==> config.mk <==
export PLATFORM = sky130hd
export DESIGN_NAME = power_throttle_ctrl
export DESIGN_NICKNAME = d
export VERILOG_FILES = /design/src/rtl/pmu_pkg.sv /design/src/rtl/pmu_debounce_cnt.sv /design/src/rtl/power_throttle_ctrl.sv
export SDC_FILE = /design/constraint.sdc
export NUM_CORES = 1
export LEC_CHECK = 0
export BUFFER_PORTS_ARGS = -buffer_cell sky130_fd_sc_hd__buf_2
export CAP_MARGIN = 20
export CORE_MARGIN = 2
export CORE_UTILIZATION = 36
export CTS_CLUSTER_SIZE = 25
export DETAILED_ROUTE_END_ITERATION = 16
export GPL_ROUTABILITY_DRIVEN = 1
export PLACE_DENSITY = 0.55
export SLEW_MARGIN = 40
export SYNTH_ARGS = -nofsm -noshare
export SYNTH_HDL_FRONTEND = slang
export SYNTH_SLANG_ARGS = --single-unit
==> constraint.sdc <==
create_clock -name clk -period 2.5 [get_ports clk]
set_input_delay 0.5 -clock clk [delete_from_list [all_inputs] [get_ports clk]]
set_output_delay 0.5 -clock clk [all_outputs]
set_load 0.005 [all_outputs]
==> src/rtl/pmu_pkg.sv <==
// pmu_pkg: shared PMU throttle state encoding, irq cause and alarm flag bit indices
package pmu_pkg;
  typedef enum logic [1:0] {ST_NORMAL, ST_REQ, ST_HOLD, ST_SHUTDOWN} pmu_state_e;
  localparam int CAUSE_UP = 0;
  localparam int CAUSE_DN = 1;
  localparam int CAUSE_OV = 2;
  localparam int CAUSE_UV = 3;
  localparam int CAUSE_TW = 4;
  localparam int CAUSE_OC = 5;
  localparam int CAUSE_SD = 6;
  localparam int AF_OV = 0;
  localparam int AF_UV = 1;
  localparam int AF_TW = 2;
  localparam int AF_TC = 3;
  localparam int AF_OC = 4;
endpackage

==> src/rtl/pmu_debounce_cnt.sv <==
// pmu_debounce_cnt: saturating count of consecutive qualifying samples
module pmu_debounce_cnt #(
  parameter int N = 4
) (
  input  logic clk,
  input  logic rst,
  input  logic en,
  input  logic inc,
  input  logic clr,
  output logic full
);
  localparam int W = $clog2(N + 1);
  logic [W-1:0] cnt_q, cnt_d;
  always_comb cnt_d = clr ? '0 : !en ? cnt_q : !inc ? '0 : full ? cnt_q : cnt_q + 1'b1;
  always_ff @(posedge clk or posedge rst)
    if (rst) cnt_q <= '0;
    else cnt_q <= cnt_d;
  assign full = cnt_q == W'(N);
endmodule

==> src/rtl/power_throttle_ctrl.sv <==
// power_throttle_ctrl: debounced DVFS throttle stepping with handshake, hold-off,
// critical-temperature shutdown and sticky interrupt causes
module power_throttle_ctrl
  import pmu_pkg::*;
#(
  parameter int DEBOUNCE_N = 4,
  parameter int HOLD_CYC   = 256,
  parameter int CRIT_CYC   = 4
) (
  input  logic        clk,
  input  logic        rst,
  input  logic        sample_valid,
  input  logic [31:0] consumption,
  input  logic [31:0] budget,
  input  logic [15:0] alarm_flags,
  output logic [2:0]  throttle_level,
  output logic        throttle_req,
  input  logic        throttle_ack,
  output logic        shutdown_req,
  output logic        irq,
  output logic [7:0]  irq_cause,
  input  logic [7:0]  irq_clr
);
  localparam int HW = $clog2(HOLD_CYC + 1);
  localparam int CW = $clog2(CRIT_CYC + 1);
  pmu_state_e state_q, state_d;
  logic [HW-1:0] hold_q, hold_d;
  logic [CW-1:0] crit_q, crit_d;
  logic [4:0] alarm_q;
  logic [2:0] level_q, level_d;
  logic [7:0] cause_q, cause_d;
  logic [6:0] cause_set;
  logic req_q, req_d, shut_q, shut_d, up_q, up_d;
  logic over, under, up_full, dn_full, crit_hit, go_up, go_dn;
  logic unused_bits;
  assign unused_bits = ^{alarm_flags[15:5], irq_clr[7]};
  assign over = consumption > budget || alarm_flags[AF_TW] || alarm_flags[AF_OC];
  assign under = budget != 32'd0 && consumption < budget - (budget >> 3) && alarm_flags[4:0] == 5'd0;
  assign crit_hit = alarm_flags[AF_TC] && crit_q == CW'(CRIT_CYC - 1);
  assign crit_d = !alarm_flags[AF_TC] ? '0 : crit_hit ? crit_q : crit_q + 1'b1;
  assign go_up = (state_q == ST_NORMAL || state_q == ST_HOLD) && up_full && level_q != 3'd7;
  assign go_dn = state_q == ST_NORMAL && dn_full && level_q != 3'd0 && !go_up;
  pmu_debounce_cnt #(.N(DEBOUNCE_N)) u_up_cnt (
    .clk(clk), .rst(rst), .en(sample_valid), .inc(over), .clr(go_up || go_dn), .full(up_full)
  );
  pmu_debounce_cnt #(.N(DEBOUNCE_N)) u_dn_cnt (
    .clk(clk), .rst(rst), .en(sample_valid), .inc(under), .clr(go_up || go_dn), .full(dn_full)
  );
  always_ff @(posedge clk or posedge rst)
    if (rst) begin
      state_q <= ST_NORMAL;
      hold_q  <= '0;
      crit_q  <= '0;
      up_q    <= 1'b0;
      alarm_q <= '0;
      level_q <= '0;
      req_q   <= 1'b0;
      shut_q  <= 1'b0;
      cause_q <= '0;
    end else begin
      state_q <= state_d;
      hold_q  <= hold_d;
      crit_q  <= crit_d;
      up_q    <= up_d;
      alarm_q <= alarm_flags[4:0];
      level_q <= level_d;
      req_q   <= req_d;
      shut_q  <= shut_d;
      cause_q <= cause_d;
    end
  always_comb begin
    state_d = state_q;
    hold_d  = hold_q;
    up_d    = up_q;
    if (state_q == ST_SHUTDOWN || crit_hit) state_d = ST_SHUTDOWN;
    else if (go_up || go_dn) begin
      state_d = ST_REQ;
      up_d    = go_up;
    end else if (state_q == ST_REQ && throttle_ack) begin
      state_d = ST_HOLD;
      hold_d  = HW'(HOLD_CYC);
    end else if (state_q == ST_HOLD) begin
      state_d = hold_q == '0 ? ST_NORMAL : ST_HOLD;
      hold_d  = hold_q == '0 ? hold_q : hold_q - 1'b1;
    end
  end
  // outputs are precomputed from the next state so they stay registered
  always_comb begin
    level_d = state_d == ST_SHUTDOWN ? 3'd7
            : (state_d == ST_REQ && state_q != ST_REQ) ? (go_up ? level_q + 3'd1 : level_q - 3'd1)
            : level_q;
    req_d   = state_d == ST_REQ;
    shut_d  = state_d == ST_SHUTDOWN;
    cause_set = '0;
    cause_set[CAUSE_UP] = state_q == ST_REQ && state_d == ST_HOLD && up_q;
    cause_set[CAUSE_DN] = state_q == ST_REQ && state_d == ST_HOLD && !up_q;
    cause_set[CAUSE_OV] = alarm_flags[AF_OV] && !alarm_q[AF_OV];
    cause_set[CAUSE_UV] = alarm_flags[AF_UV] && !alarm_q[AF_UV];
    cause_set[CAUSE_TW] = alarm_flags[AF_TW] && !alarm_q[AF_TW];
    cause_set[CAUSE_OC] = alarm_flags[AF_OC] && !alarm_q[AF_OC];
    cause_set[CAUSE_SD] = state_d == ST_SHUTDOWN && state_q != ST_SHUTDOWN;
    cause_d = {1'b0, (cause_q[6:0] & ~irq_clr[6:0]) | cause_set};
  end
  assign throttle_level = level_q;
  assign throttle_req   = req_q;
  assign shutdown_req   = shut_q;
  assign irq_cause      = cause_q;
  assign irq            = |cause_q;
endmodule

==> run_results.csv <==
group,metric,value,unit
clock_network,cts_buffers,5,
timing,report.final.slew_viol_count,0,
floorplanning,start_util,0.3698,
route,drt_iter0_drc,224,
worst_setup_path,end_kind,"flop",
place,place_congestion,0.9456,
final_layout,area_growth,48.59,%
global_routing,grt-ovfl-total,0,
logic_synthesis,netlist_instances,599,
clock_network,cts_sinks,37,
logic_synthesis,synthArstFlopShare,1.000,
floorplanning,die_area,0.01455,mm2
place,port_buffers,92,
power,power.density,372.7,mW/mm2
power,ir_drop,248.5,uV
timing,fin_crit_sh,1.592,
clock_network,clk_pin_slew,0.06,ns
timing,finClkSkew,0.005425,ns
worst_setup_path,critPathMaxFanout,3,
worst_setup_path,rr_worst_depth,9,
global_routing,grt_pass1_wl,24900,um
logic_synthesis,netlist-cell-type-count,59,
route,routed_wl,15060,um
timing,rsz0062_at_grt,"yes",
logic_synthesis,synth_common_cells,"ha_1, inv_1, a21oi_1",
logic_synthesis,seq_area_frac_synth,0.1891,
route,ant_nets,0,
logic_synthesis,synth_top_area_frac,0.2529,
global_routing,antenna_found_initial,1,
logic_synthesis,synth.area.top_cells,"ha_1, dfrtp_1, inv_1",
floorplanning,num_io_pins,106,
final_layout,drive_gt1_frac,0.3725,
clock_network,cts.path.max_buffers,2,
timing,max_freq,251.3,MHz
route,wl_per_cell,14.65,um
floorplanning,fp.dieH,120.6,um
global_routing,grt_max_degree,20,
timing,setup_viol,3,
floorplanning,die_x,120.6,um
clock_network,cts-root-buf,"clkbuf_16",
route,drt_first_pass_iters,4,
worst_setup_path,worstSetupPathType,"in2reg",
global_routing,grt_pass1_vias,5504,
logic_synthesis,synth_top_area_cell,"ha_1",
clock_network,cts_tree,"built",
worst_setup_path,r2r_start,"u_up_cnt.cnt_q[0]",
run_status,violations,"negative setup slack",
timing,finalHoldViolCount,0,
timing,fin_worst_hold_slack,0.2170,ns
global_routing,groute.usage.overall,0.2082,
final_layout,nets,1043,
logic_synthesis,synthesis.nets,792,
timing,tightest_slew,0.6302,ns
worst_setup_path,start_kind,"primary input",
worst_hold_path,hp-class,"in2async",
final_layout,post-route-util,0.5495,
clock_network,insertion_delay,0.28,ns
clock_network,htreeDepth,2,
logic_synthesis,synth_warnings,0,
worst_setup_path,cp_data_arrival_time,4.18,ns
logic_synthesis,synth-seq-cells,37,
floorplanning,num_rows,42,
place,dpl.hpwl,12940,um
run_status,status,"finished, violations left",
worst_setup_path,rr_endpoint,"hold_q[6]",
logic_synthesis,ys.flop_type,"dfrtp_1",
timing,worst_slack,-1.480,ns
timing,fin_crit,3.980,ns
logic_synthesis,synth_edf_count,0,
worst_setup_path,r2r_slack,0.26,ns
route,vias,5283,
worst_setup_path,worst_ep_required_time,2.70,ns
power,leakage,3.657,nW
timing,relSlewSlack,0.5760,
floorplanning,core,0.01324,mm2
logic_synthesis,yosysMostFrequentCell,"ha_1",
logic_synthesis,syn-cell-area,0.004897,mm2
job,maxCapViolCount,0,
route,via_per_inst,5.139,
logic_synthesis,synth.avg_cell_area,8.176,um2
route,route.detailed.drc,0,
[area by class of cell]
type                       count  area (um2)
clock inverter                 2       10.01
clock buffer                   6       128.9
fill                        1284        5966
inverter                      65       261.5
timing repair buffer         251        1720
tap                          176       220.2
antenna                        1       2.502
multi-input combinational    490        4008
sequential                    37       925.9
[per-layer routing]
| metal | part of all wire | vias to the layer above | track usage |
|---|---|---|---|
| li1 | - | 2706 | - |
| met1 | 0.41 | 2460 | 0.2423 |
| met2 | 0.52 | 86 | 0.3969 |
| met3 | 0.034 | 31 | 0.02028 |
| met4 | 0.034 | 0 | 0.06541 |
| met5 | 0 | - | 0 |
[repair_timing]
item / 4_1_cts / 5_1_grt
gates resized for setup: 48 / 15
setup buffers: 6 / 6
pin swaps: 38 / 22
endpoints found under the setup margin: 3 / 6
hold buffers: 0 / 0
[worst max-delay path by stage]
stage                    start                end  slack [ns]  depth (start not counted)
finish               budget[0]  u_dn_cnt.cnt_q[1]       -1.48                         21
floorplan            budget[0]  u_dn_cnt.cnt_q[1]       -1.29                         19
detailed placement   budget[0]  u_dn_cnt.cnt_q[1]       -1.93                         22
global placement     budget[0]  u_dn_cnt.cnt_q[1]       -1.82                         22
CTS                 budget[14]  u_dn_cnt.cnt_q[1]       -1.38                         21
global route         budget[6]  u_dn_cnt.cnt_q[1]       -1.73                         20
[kinds of logic after synthesis]
family	share of synthesized area
buf+inv	0.05672
compound gates	0.2414
other cells	0.0007657
mux	0.01226
fa+ha+maj	0.2611
simple gates	0.1832
xor+xnor	0.05544
flops	0.1891
[through the flow]
stage | area (um2) | setup TNS, ns | std cells | power, mW | setup WS (ns)
2_1_floorplan | 4967 | -3.709 | 599 | 1.454 | -1.285
3_3_place_gp | 6738 | -5.539 | 1008 | 1.982 | -1.825
3_5_place_dp | 6738 | -5.955 | 1008 | 2.014 | -1.934
4_1_cts | 7164 | -4.024 | 1021 | 2.701 | -1.380
5_1_grt | 7277 | -5.097 | 1028 | 2.943 | -1.732
6_report | 7277 | -4.307 | 1028 | 2.712 | -1.480
[flip-flops by register name (all words and copies together), names as in the netlist, 2 cells and up]
register        flops
hold_q              9
irq_cause           7
alarm_q             4
crit_q              3
throttle_level      3
u_dn_cnt.cnt_q      3
u_up_cnt.cnt_q      3
state_q             2
[worst max-delay path, cell delays in order]
cell and delay [ns]:
buf_12 0.11, inv_12 0.04, ha_4 0.11, inv_2 0.03
fa_2 0.36, a211oi_4 0.28, o21ai_2 0.10, a21oi_2 0.15
buf_4 0.12, o21a_1 0.16, o21ai_4 0.07, a21bo_2 0.24
xnor2_2 0.13, ha_1 0.29, and4_1 0.19, a221o_1 0.36
a221oi_2 0.26, o211ai_1 0.14, o21ai_2 0.23, a31oi_2 0.13
o22ai_1 0.17
[report_power, final]
part	internal (mW)	total (mW)	switching [mW]
logic	0.748	1.44	0.696
registers	0.644	0.676	0.0328
clock network	0.366	0.593	0.227
total	1.76	2.71	0.956
[cells in the final DEF (no fill, tap or decap), types with 4 or more instances in the layout]
cell type,n
a21oi_1,42
ha_1,89
o21ai_0,37
a211oi_1,4
o21ai_2,4
o22ai_1,7
o211ai_1,6
nand3b_1,4
nand3_1,10
inv_2,4
nand4_1,18
nor4_1,12
nor3_1,8
buf_2,86
o21a_1,10
and4_1,4
and2_1,5
mux2i_1,6
and3_1,6
clkbuf_16,5
dfrtp_1,37
buf_4,158
nand2b_1,8
or2_2,4
nor2b_1,9
nand2_1,26
nor2_1,41
ha_4,9
inv_1,58
xnor2_1,16
xor2_1,14
a21o_1,27
(Power assumes the default switching activity.)
